[src/rtl/perceptron_pkg.sv]
`default_nettype none
// ============================================================================
//  Module      : perceptron_pkg
//  Description : Shared constants, FIFO entry type, FSM state type and the
//                saturating +/-1 helper for perceptron weight training.
//  Revision    : 1.0 - initial release
// ============================================================================
package perceptron_pkg;

    localparam int c_PERCEPTRON_NUMBER = 64;
    localparam int c_HISTORY_SIZE      = 64;
    localparam int c_WEIGHT_NUMBER     = c_HISTORY_SIZE + 1;
    localparam int c_WIDTH             = 8;
    localparam int c_FIFO_DEPTH        = 4;
    // floor(1.93 * 64 + 14) = floor(137.52)
    localparam int c_THRESHOLD         = 137;

    localparam int c_IW = $clog2(c_PERCEPTRON_NUMBER);
    localparam int c_KW = $clog2(c_WEIGHT_NUMBER);
    localparam int c_YW = c_WIDTH + c_KW;

    localparam logic signed [c_WIDTH-1:0] c_W_MAX = {1'b0, {(c_WIDTH-1){1'b1}}};
    localparam logic signed [c_WIDTH-1:0] c_W_MIN = {1'b1, {(c_WIDTH-1){1'b0}}};

    // One buffered training request.
    typedef struct packed {
        logic [c_IW-1:0]          index;
        logic [c_HISTORY_SIZE-1:0] history;
        logic                     outcome;
        logic                     prediction;
        logic signed [c_YW-1:0]   y;
    } train_req_t;

    typedef enum logic [1:0] {
        IDLE   = 2'd0,
        STREAM = 2'd1,
        DRAIN  = 2'd2
    } train_state_e;

    // Step a weight by +1 (up=1) or -1 (up=0), clamping at the signed limits.
    function automatic logic signed [c_WIDTH-1:0] sat_inc(
        input logic signed [c_WIDTH-1:0] w,
        input logic                      up
    );
        if (up) begin
            return (w == c_W_MAX) ? w : w + c_WIDTH'(1);
        end
        return (w == c_W_MIN) ? w : w - c_WIDTH'(1);
    endfunction

endpackage
`default_nettype wire

[src/rtl/train_req_fifo.sv]
`default_nettype none
// ============================================================================
//  Module      : train_req_fifo
//  Description : Synchronous FIFO of training requests with full/empty flags.
//                Push and pop may happen in the same cycle. DEPTH must be a
//                power of two, at least 2.
//  Revision    : 1.0 - initial release
// ============================================================================
module train_req_fifo
    import perceptron_pkg::*;
#(
    parameter int DEPTH = c_FIFO_DEPTH
) (
    input  logic       clk,
    input  logic       rst,
    input  logic       i_push,
    input  train_req_t i_data,
    output logic       o_full,
    input  logic       i_pop,
    output train_req_t o_head,
    output logic       o_empty
);

    localparam int c_AW = $clog2(DEPTH);

    train_req_t       r_mem [DEPTH];
    logic [c_AW:0]    r_wr_ptr;
    logic [c_AW:0]    r_rd_ptr;
    logic             w_do_push;
    logic             w_do_pop;

    // Extra pointer MSB distinguishes full from empty when the indices match.
    assign o_empty   = (r_wr_ptr == r_rd_ptr);
    assign o_full    = (r_wr_ptr[c_AW] != r_rd_ptr[c_AW]) &&
                       (r_wr_ptr[c_AW-1:0] == r_rd_ptr[c_AW-1:0]);
    assign w_do_push = i_push && !o_full;
    assign w_do_pop  = i_pop && !o_empty;
    assign o_head    = r_mem[r_rd_ptr[c_AW-1:0]];

    // Pointer update on accepted push/pop.
    always_ff @(posedge clk) begin
        if (rst) begin
            r_wr_ptr <= '0;
            r_rd_ptr <= '0;
        end else begin
            if (w_do_push) r_wr_ptr <= r_wr_ptr + 1'b1;
            if (w_do_pop)  r_rd_ptr <= r_rd_ptr + 1'b1;
        end
    end

    // Storage write; contents need no reset since the pointers gate visibility.
    always_ff @(posedge clk) begin
        if (w_do_push) r_mem[r_wr_ptr[c_AW-1:0]] <= i_data;
    end

endmodule
`default_nettype wire

[src/rtl/perceptron_train_sequencer.sv]
`default_nettype none
// ============================================================================
//  Module      : perceptron_train_sequencer
//  Description : Buffers resolved-branch training requests and applies each
//                qualifying one to the weight RAM as a pipelined
//                read-modify-write, one weight per cycle. Reads yield to the
//                predictor lookup; writes are never stalled.
//                Field widths of train_req_t come from the package defaults,
//                so overriding the size parameters requires matching package
//                constants.
//  Revision    : 1.0 - initial release
// ============================================================================
module perceptron_train_sequencer
    import perceptron_pkg::*;
#(
    parameter int PERCEPTRON_NUMBER = c_PERCEPTRON_NUMBER,
    parameter int HISTORY_SIZE      = c_HISTORY_SIZE,
    parameter int WEIGHT_NUMBER     = HISTORY_SIZE + 1,
    parameter int WIDTH             = c_WIDTH,
    parameter int FIFO_DEPTH        = c_FIFO_DEPTH,
    parameter int THRESHOLD         = c_THRESHOLD
) (
    input  logic                                              clk,
    input  logic                                              rst,
    input  logic                                              req_valid,
    output logic                                              req_ready,
    input  logic [$clog2(PERCEPTRON_NUMBER)-1:0]              req_index,
    input  logic [HISTORY_SIZE-1:0]                           req_history,
    input  logic                                              req_outcome,
    input  logic                                              req_prediction,
    input  logic signed [WIDTH+$clog2(WEIGHT_NUMBER)-1:0]     req_y,
    input  logic                                              lookup_req,
    output logic                                              wram_re,
    output logic [$clog2(PERCEPTRON_NUMBER)-1:0]              wram_ridx,
    output logic [$clog2(WEIGHT_NUMBER)-1:0]                  wram_rk,
    input  logic signed [WIDTH-1:0]                           wram_rdata,
    output logic                                              wram_we,
    output logic [$clog2(PERCEPTRON_NUMBER)-1:0]              wram_widx,
    output logic [$clog2(WEIGHT_NUMBER)-1:0]                  wram_wk,
    output logic signed [WIDTH-1:0]                           wram_wdata,
    output logic                                              busy,
    output logic [31:0]                                       train_count,
    output logic [31:0]                                       skip_count
);

    localparam int IW = $clog2(PERCEPTRON_NUMBER);
    localparam int KW = $clog2(WEIGHT_NUMBER);
    localparam int YW = WIDTH + KW;
    localparam int HW = $clog2(HISTORY_SIZE);
    localparam logic [KW-1:0] c_K_LAST = KW'(WEIGHT_NUMBER - 1);
    localparam logic [YW:0]   c_THR    = (YW+1)'(THRESHOLD);

    train_req_t          w_push_data;
    train_req_t          w_head;
    logic                w_full;
    logic                w_empty;
    logic                w_pop;
    logic                w_train;
    logic                w_rd_issue;
    logic                w_skip;
    logic                w_done;
    logic                w_up;
    logic signed [YW:0]  w_y_ext;
    logic [YW:0]         w_y_abs;
    logic [HW-1:0]       w_hidx;
    train_state_e        w_state_nxt;

    train_state_e        r_state;
    logic [IW-1:0]       r_idx;
    logic [HISTORY_SIZE-1:0] r_hist;
    logic                r_outcome;
    logic [KW-1:0]       r_rk;
    logic                r_wr_pend;
    logic [KW-1:0]       r_wr_k;
    logic                r_wr_up;
    logic [31:0]         r_train_count;
    logic [31:0]         r_skip_count;

    assign w_push_data = '{index:      req_index,
                           history:    req_history,
                           outcome:    req_outcome,
                           prediction: req_prediction,
                           y:          req_y};

    train_req_fifo #(
        .DEPTH (FIFO_DEPTH)
    ) u_fifo (
        .clk     (clk),
        .rst     (rst),
        .i_push  (req_valid),
        .i_data  (w_push_data),
        .o_full  (w_full),
        .i_pop   (w_pop),
        .o_head  (w_head),
        .o_empty (w_empty)
    );

    // |y| is taken one bit wider so the most negative y stays positive.
    assign w_y_ext = {w_head.y[YW-1], w_head.y};
    assign w_y_abs = w_y_ext[YW] ? -w_y_ext : w_y_ext;
    assign w_train = (w_head.prediction != w_head.outcome) || (w_y_abs <= c_THR);

    // t*x_k is +1 when target and input agree; the bias input is always +1.
    assign w_hidx = HW'(r_rk - KW'(1));
    assign w_up   = (r_rk == '0) ? r_outcome : (r_outcome == r_hist[w_hidx]);

    // FSM state register.
    always_ff @(posedge clk) begin
        if (rst) r_state <= IDLE;
        else     r_state <= w_state_nxt;
    end

    // Next-state and per-cycle control strobes.
    always_comb begin
        w_state_nxt = r_state;
        w_pop       = 1'b0;
        w_rd_issue  = 1'b0;
        w_skip      = 1'b0;
        w_done      = 1'b0;
        case (r_state)
            IDLE: begin
                if (!w_empty) begin
                    w_pop = 1'b1;
                    if (w_train) w_state_nxt = STREAM;
                    else         w_skip      = 1'b1;
                end
            end
            STREAM: begin
                if (!lookup_req) begin
                    w_rd_issue = 1'b1;
                    if (r_rk == c_K_LAST) w_state_nxt = DRAIN;
                end
            end
            DRAIN: begin
                w_done      = 1'b1;
                w_state_nxt = IDLE;
            end
            default: w_state_nxt = IDLE;
        endcase
    end

    // Working copy of the request being trained and the read weight pointer.
    always_ff @(posedge clk) begin
        if (rst) begin
            r_idx     <= '0;
            r_hist    <= '0;
            r_outcome <= 1'b0;
            r_rk      <= '0;
        end else if (w_pop && w_train) begin
            r_idx     <= w_head.index;
            r_hist    <= w_head.history;
            r_outcome <= w_head.outcome;
            r_rk      <= '0;
        end else if (w_rd_issue) begin
            r_rk      <= r_rk + KW'(1);
        end
    end

    // Read-to-write pipeline stage: the write follows its read by one cycle.
    always_ff @(posedge clk) begin
        if (rst) begin
            r_wr_pend <= 1'b0;
            r_wr_k    <= '0;
            r_wr_up   <= 1'b0;
        end else begin
            r_wr_pend <= w_rd_issue;
            r_wr_k    <= r_rk;
            r_wr_up   <= w_up;
        end
    end

    // Completed-training and skipped-request counters, wrapping at 2^32.
    always_ff @(posedge clk) begin
        if (rst) begin
            r_train_count <= '0;
            r_skip_count  <= '0;
        end else begin
            if (w_done) r_train_count <= r_train_count + 32'd1;
            if (w_skip) r_skip_count  <= r_skip_count + 32'd1;
        end
    end

    assign req_ready   = !w_full;
    assign wram_re     = w_rd_issue;
    assign wram_ridx   = w_rd_issue ? r_idx : '0;
    assign wram_rk     = w_rd_issue ? r_rk  : '0;
    assign wram_we     = r_wr_pend;
    assign wram_widx   = r_wr_pend ? r_idx  : '0;
    assign wram_wk     = r_wr_pend ? r_wr_k : '0;
    assign wram_wdata  = r_wr_pend ? sat_inc(wram_rdata, r_wr_up) : '0;
    assign busy        = !w_empty || (r_state != IDLE);
    assign train_count = r_train_count;
    assign skip_count  = r_skip_count;

endmodule
`default_nettype wire
[config.mk]
export PLATFORM = sky130hd
export DESIGN_NAME = perceptron_train_sequencer
export DESIGN_NICKNAME = d
export VERILOG_FILES = /design/src/rtl/perceptron_pkg.sv /design/src/rtl/train_req_fifo.sv /design/src/rtl/perceptron_train_sequencer.sv
export SDC_FILE = /design/constraint.sdc
export NUM_CORES = 1
export LEC_CHECK = 0
export CAP_MARGIN = 20
export CORE_ASPECT_RATIO = 0.75
export CORE_MARGIN = 10
export CORE_UTILIZATION = 57
export DETAILED_ROUTE_END_ITERATION = 10
export GPL_ROUTABILITY_DRIVEN = 1
export PLACE_DENSITY = 0.8
export SLEW_MARGIN = 20
export SYNTH_ARGS = -nofsm -noshare
export SYNTH_HDL_FRONTEND = slang
export SYNTH_HIERARCHICAL = 1
export SYNTH_SLANG_ARGS = --single-unit
[constraint.sdc]
create_clock -name clk -period 7.7 [get_ports clk]
set_input_delay 1.54 -clock clk [delete_from_list [all_inputs] [get_ports clk]]
set_output_delay 1.54 -clock clk [all_outputs]
set_load 0.1 [all_outputs]
### Word level (Yosys, flattened, before mapping)

Memories as Yosys holds them, arrays and structs flattened. A register that Yosys moved wholly into a read port is not among the register bits.
Cells that the tools add are included.

| storage, ports and cells | value |
|---|---|
| memories kept | 1 |
| bits in writable memories | 348 |
| register bits | 159 |
| bits of input ports | 99 |
| logic and storage cells | 82 |

Memory list:

| name | words | width | read ports | clocked after memory_dff | wr ports | RTL line | RTL |
|---|---|---|---|---|---|---|---|
| u_fifo.r_mem | 4 | 87 | 1 | 1 | 1 | train_req_fifo.sv:26 | `train_req_t r_mem [DEPTH];` |

| operators by class | value |
|---|---|
| eq/ne operators | 14 |
| reductions and logical operators | 13 |
| mux-type cells | 31 |
| magnitude comparators | 2 |
| add/sub/neg operators | 9 |

Operator list:

| kind | number |
|---|---|
| $add A32 B1 Y32 const B | 2 |
| $mux W8 | 5 |
| $eq A8 B8 Y1 const B | 2 |
| $le A16 B8 Y1 const B | 1 |
| $mux W16 | 1 |
| $neg A15 Y16 | 1 |
| $mux W7 | 2 |
| $mux W1 | 13 |
| $mux W2 | 6 |
| $mux W6 | 2 |
| $add A8 B2 Y8 const B | 1 |
| $ne A2 B2 Y1 const B | 4 |
| $sub A8 B2 Y8 const B | 1 |
| $add A7 B1 Y7 const B | 1 |
| $eq A7 B7 Y1 const B | 1 |
| $logic_not A7 Y1 | 1 |
| $lt A6 B7 Y1 const B | 1 |
| $add A3 B1 Y3 const B | 2 |
| $bmux W1 S6 | 1 |
| $sub A6 B1 Y6 const B | 1 |
| $logic_and A1 B1 Y1 | 4 |
| $pmux W2 S2 | 1 |
| $reduce_and A4 Y1 | 1 |
| $eq A3 B3 Y1 | 1 |
| other kinds (10) | 13 |

### Logic depth before layout (Yosys ltp)

| logic depth | value |
|---|---|
| depth in word-level cells | 7 |
| gate-level depth with buffers | 14 |
| mapped depth without buffers | 10 |

### By module

The synthesis kept the hierarchy.

Modules (own cells, without submodules):

| module | instances | area an instance (µm²) | cells an instance | seq. area each (µm²) |
|---|---|---|---|---|
| train_req_fifo | 1 | 13096.3 | 523 | 10610.2 |
| perceptron_train_sequencer | 1 | 7702.4 | 854 | 3062.9 |

### Worst setup path after synthesis

OpenSTA, ideal clock, no wires.

| timing | value |
|---|---|
| kind | input to register |
| from | in req_valid |
| to | mem u_fifo/r_mem[3][0] (netlist name) (enable) |
| required time | 7.116 ns |
| path buffers | 0 |
| cell stages on the path | 2 |
| slack | 1.122 ns |
| data arrival time | 5.994 ns |
| setup time | 0.584 ns |
| cell sequence | nand2_1 > a31oi_1 |

| on the way | value |
|---|---|
| longest elaborated chain between the ends | 3 |

Ends and longest elaborated chain:

| item | RTL line | RTL |
|---|---|---|
| start: declaration | perceptron_train_sequencer.sv:25 | `input logic req_valid,` |
| $logic_and A1 B1 Y1 | train_req_fifo.sv:36 | `assign w_do_push = i_push && !o_full;` |
| $mux W1 | train_req_fifo.sv:53 | `if (w_do_push) r_mem[r_wr_ptr[c_AW-1:0]] <= i_data;` |
| $mux W1 (implied by the code) | train_req_fifo.sv:53 |  |
| end: declaration | train_req_fifo.sv:26 |  |

Every way passes these cells.

### Worst setup path in the final report

| timing | value |
|---|---|
| from | in wram_rdata[2] |
| to | out wram_wdata[1] |

| on the way | value |
|---|---|
| longest elaborated chain between the ends | 5 |
| elaborated cells on any way between the ends | 7 |
| those cells by class | eq/ne (2); mux (5) |

Ends and longest elaborated chain:

| item | RTL line | RTL |
|---|---|---|
| start: declaration | perceptron_train_sequencer.sv:36 | `input logic signed [WIDTH-1:0] wram_rdata,` |
| $eq A8 B8 Y1 | perceptron_pkg.sv:46 | `return (w == c_W_MAX) ? w : w + c_WIDTH'(1);` |
| $mux W8 | perceptron_pkg.sv:46 |  |
| $mux W8 | perceptron_pkg.sv:45 | `if (up) begin` |
| $mux W8 (*) | perceptron_pkg.sv:48 | `return (w == c_W_MIN) ? w : w - c_WIDTH'(1);` |
| $mux W8 (*) | perceptron_train_sequencer.sv:190 | `assign wram_wdata = r_wr_pend ? sat_inc(wram_rdata, r_wr_up) : '0;` |
| end: declaration | perceptron_train_sequencer.sv:40 | `output logic signed [WIDTH-1:0] wram_wdata,` |

Mark *: on every way between the ends. The rest lies on a longest branch, timed or not. The select of a mux whose other input is x is not followed.

==> results.toml <==
[status]
status = "completed"

[cts]
path_clk_slew_ns = 0.06
postCtsSetupBuffers = 0
root_buffer = "clkbuf_16"
clock_path_buffers = 3
postCtsHoldBufs = 0
clkLatencyLatePin_ns = 0.57
h-tree-depth = 2
cts_tree = "done"
ctsResizeCount = 0
cts-buffers-inserted = 48
clkSinkCount = 509

[min_path]
hold_path.startpoint = "skip_count[31]"
hold_path_depth = 2
worstHoldPathType = "reg2reg"
hold_end = "skip_count[31]"

[global_route]
grt_pass1_vias = 12536
track_usage_pct = 20.0
grt_max_degree = 91
grt_pass1_wl_um = 70200
overflow = 0
antenna_found_initial = 3

[synth]
yosysWarnings = 6
post-synth-top-count-cell = "edfxtp_1"
synth_area_leaders = "edfxtp_1, dfxtp_1, mux4_2, mux2i_1, nor2_1"
netlist_area_mm2 = 0.0208
avgSynthCellArea_um2 = 15.1
synth_edf_count = 348
ys_async_sr_fraction_pct = 0
syn_inst = 1377
synth_commonest_cells = "edfxtp_1, dfxtp_1, nor2_1"
ys_types = 63
syn-num-nets = 1490
ys_seq_elements = 509
yosysTopAreaCellShare_pct = 50.2
yosys_most_used_dff = "edfxtp_1"
synth_top_cell_by_area = "edfxtp_1"
ys_seq_area_share_pct = 65.7

[routing]
avgViaCountPerCell = 6.02
avgRoutedWirePerCell_um = 21.8
drc = 0
num_vias = 12459
antenna_left = 0
drt-initial-drc-count = 1015
routed_wl_um = 45100
dr.pass1.iters = 5

[floorplanning]
core_area_mm2 = 0.0360
io_pins = 201
die_w_um = 241
row_count = 60
dieHeight_um = 185
start_util_pct = 57.8
die_area_mm2 = 0.0446

[timing]
fin_tns_setup_ns = 0
setup_violations = 0
worst_slew_pin_slew_ns = 1.09
slew_headroom_pct = 27.2
fmax_ghz = 0.163
slew_viol_final = 0
hold_violations = 0
final.min_clock_period_ns = 6.12
rsz0062_at_grt = "false"
fin_crit_sh_pct = 79.5
skew_ns = 0.0198
finalWorstSetupSlack_ns = 1.58

[placed_design]
hpwl_um = 28200
place_worst_setup_slack_ns = 1.60
portBuffers = 200
place_area_mm2 = 0.0231
place_congestion = 0.818

[worst_setup_path]
ff2ff_setup_slack_ns = 2.58
cp.required_ns = 6.16
crit_arrival_ns = 4.58
worst-path-max-fanout = 11
reg2reg_depth = 11
start_kind = "primary input"
r2r-end = "r_hist[49]"
cp-end-kind = "primary output"
path_class = "in2out"

[finish]
area_growth_pct = 19.0
nets = 1678
utilization_pct = 68.8
drive_gt1_share_pct = 13.8
nFillCells = 2404
final_cell_area_mm2 = 0.0247
regArea_mm2 = 0.0137
multiInputGateArea_mm2 = 0.00670

[power_and_ir_drop]
peakVddDrop_mv = 0.224
power.density_mw_per_mm2 = 328
power_leakage_nw = 8.47

[flow_run]
maxCapViolations = 0
-- critical path, cell delays in order --
cell,delay (ns)
clkdlybuf4s50_1,0.60
nor3_1,0.33
and4_1,0.37
inv_1,0.06
mux2i_1,0.21
nand2_1,0.07
a21boi_0,0.20
clkdlybuf4s50_1,1.18
-- report_power, final --
part,switching (mW),internal (mW),total [mW]
registers,0.237,3.42,3.65
logic,1.22,0.905,2.13
clock network,0.994,1.35,2.35
-- flip-flops by register name, summed over array words and instances (netlist names), 6 cells and up, named ones only --
| name | count |
|---|---|
| u_fifo/r_mem | 348 |
| r_hist | 64 |
| skip_count | 32 |
| train_count | 32 |
| r_rk | 7 |
| r_wr_k | 7 |
| r_idx | 6 |
-- cells by family after synthesis --
group                    share of synthesized area, %
multiplexers                                     15.4
AND/OR/NAND/NOR                                  9.28
flip-flops                                       65.7
adder cells (fa/ha/maj)                         0.842
XOR/XNOR                                         1.98
buffers and inverters                            2.26
AO/OA/AOI/OAI                                    4.54
-- layer usage --
metal  GRT usage [%]  routed length, um  share of wire (%)  up-vias
met5               0                 13              0.029        -
met1            27.2              19300                 43     6312
met3            3.96               3100                6.9       49
met2            32.9              22000                 49      401
met4            4.72                626                1.4        2
li1                -                  -                  -     5695
-- area by class of cell --
cell class	instances	area share [%]
timing repair buffer	211	8.41
sequential	509	55.3
tap	465	2.35
inverter	25	0.379
multi-input combinational	770	27.1
antenna	2	0.0202
clock buffer	71	5.74
clock inverter	17	0.718
-- per-stage QoR --
stage          power, mW  cells  hold WS, ns
3_3_place_gp        5.73   1980        0.468
5_1_grt             8.51   2070        0.517
2_1_floorplan       5.29   1377        0.458
6_report            8.13   2070        0.496
3_5_place_dp        5.82   1980        0.483
4_1_cts             8.19   2068        0.493
-- worst max-delay path by stage --
stage	start	to	slack, ns	cells past startpoint
after CTS	wram_rdata[2]	wram_wdata[1]	1.58	8
final	wram_rdata[2]	wram_wdata[1]	1.58	8
after global routing	wram_rdata[2]	wram_wdata[0]	1.39	8
after floorplan	req_valid	u_fifo/r_mem[3][0]	1.12	2
after global placement	wram_rdata[0]	wram_wdata[4]	1.72	9
after detailed placement	wram_rdata[2]	wram_wdata[1]	1.60	8
-- layout by cell type, fill, tap and decap left out, drive strengths merged, types with 41 or more instances in the layout --
master,count
a21oi,49
nand2,46
dfxtp,161
nor2,126
mux4,107
o21ai,41
mux2i,76
edfxtp,348
clkdlybuf4s50,199
clkbuf,71
(Power assumes the default switching activity.)
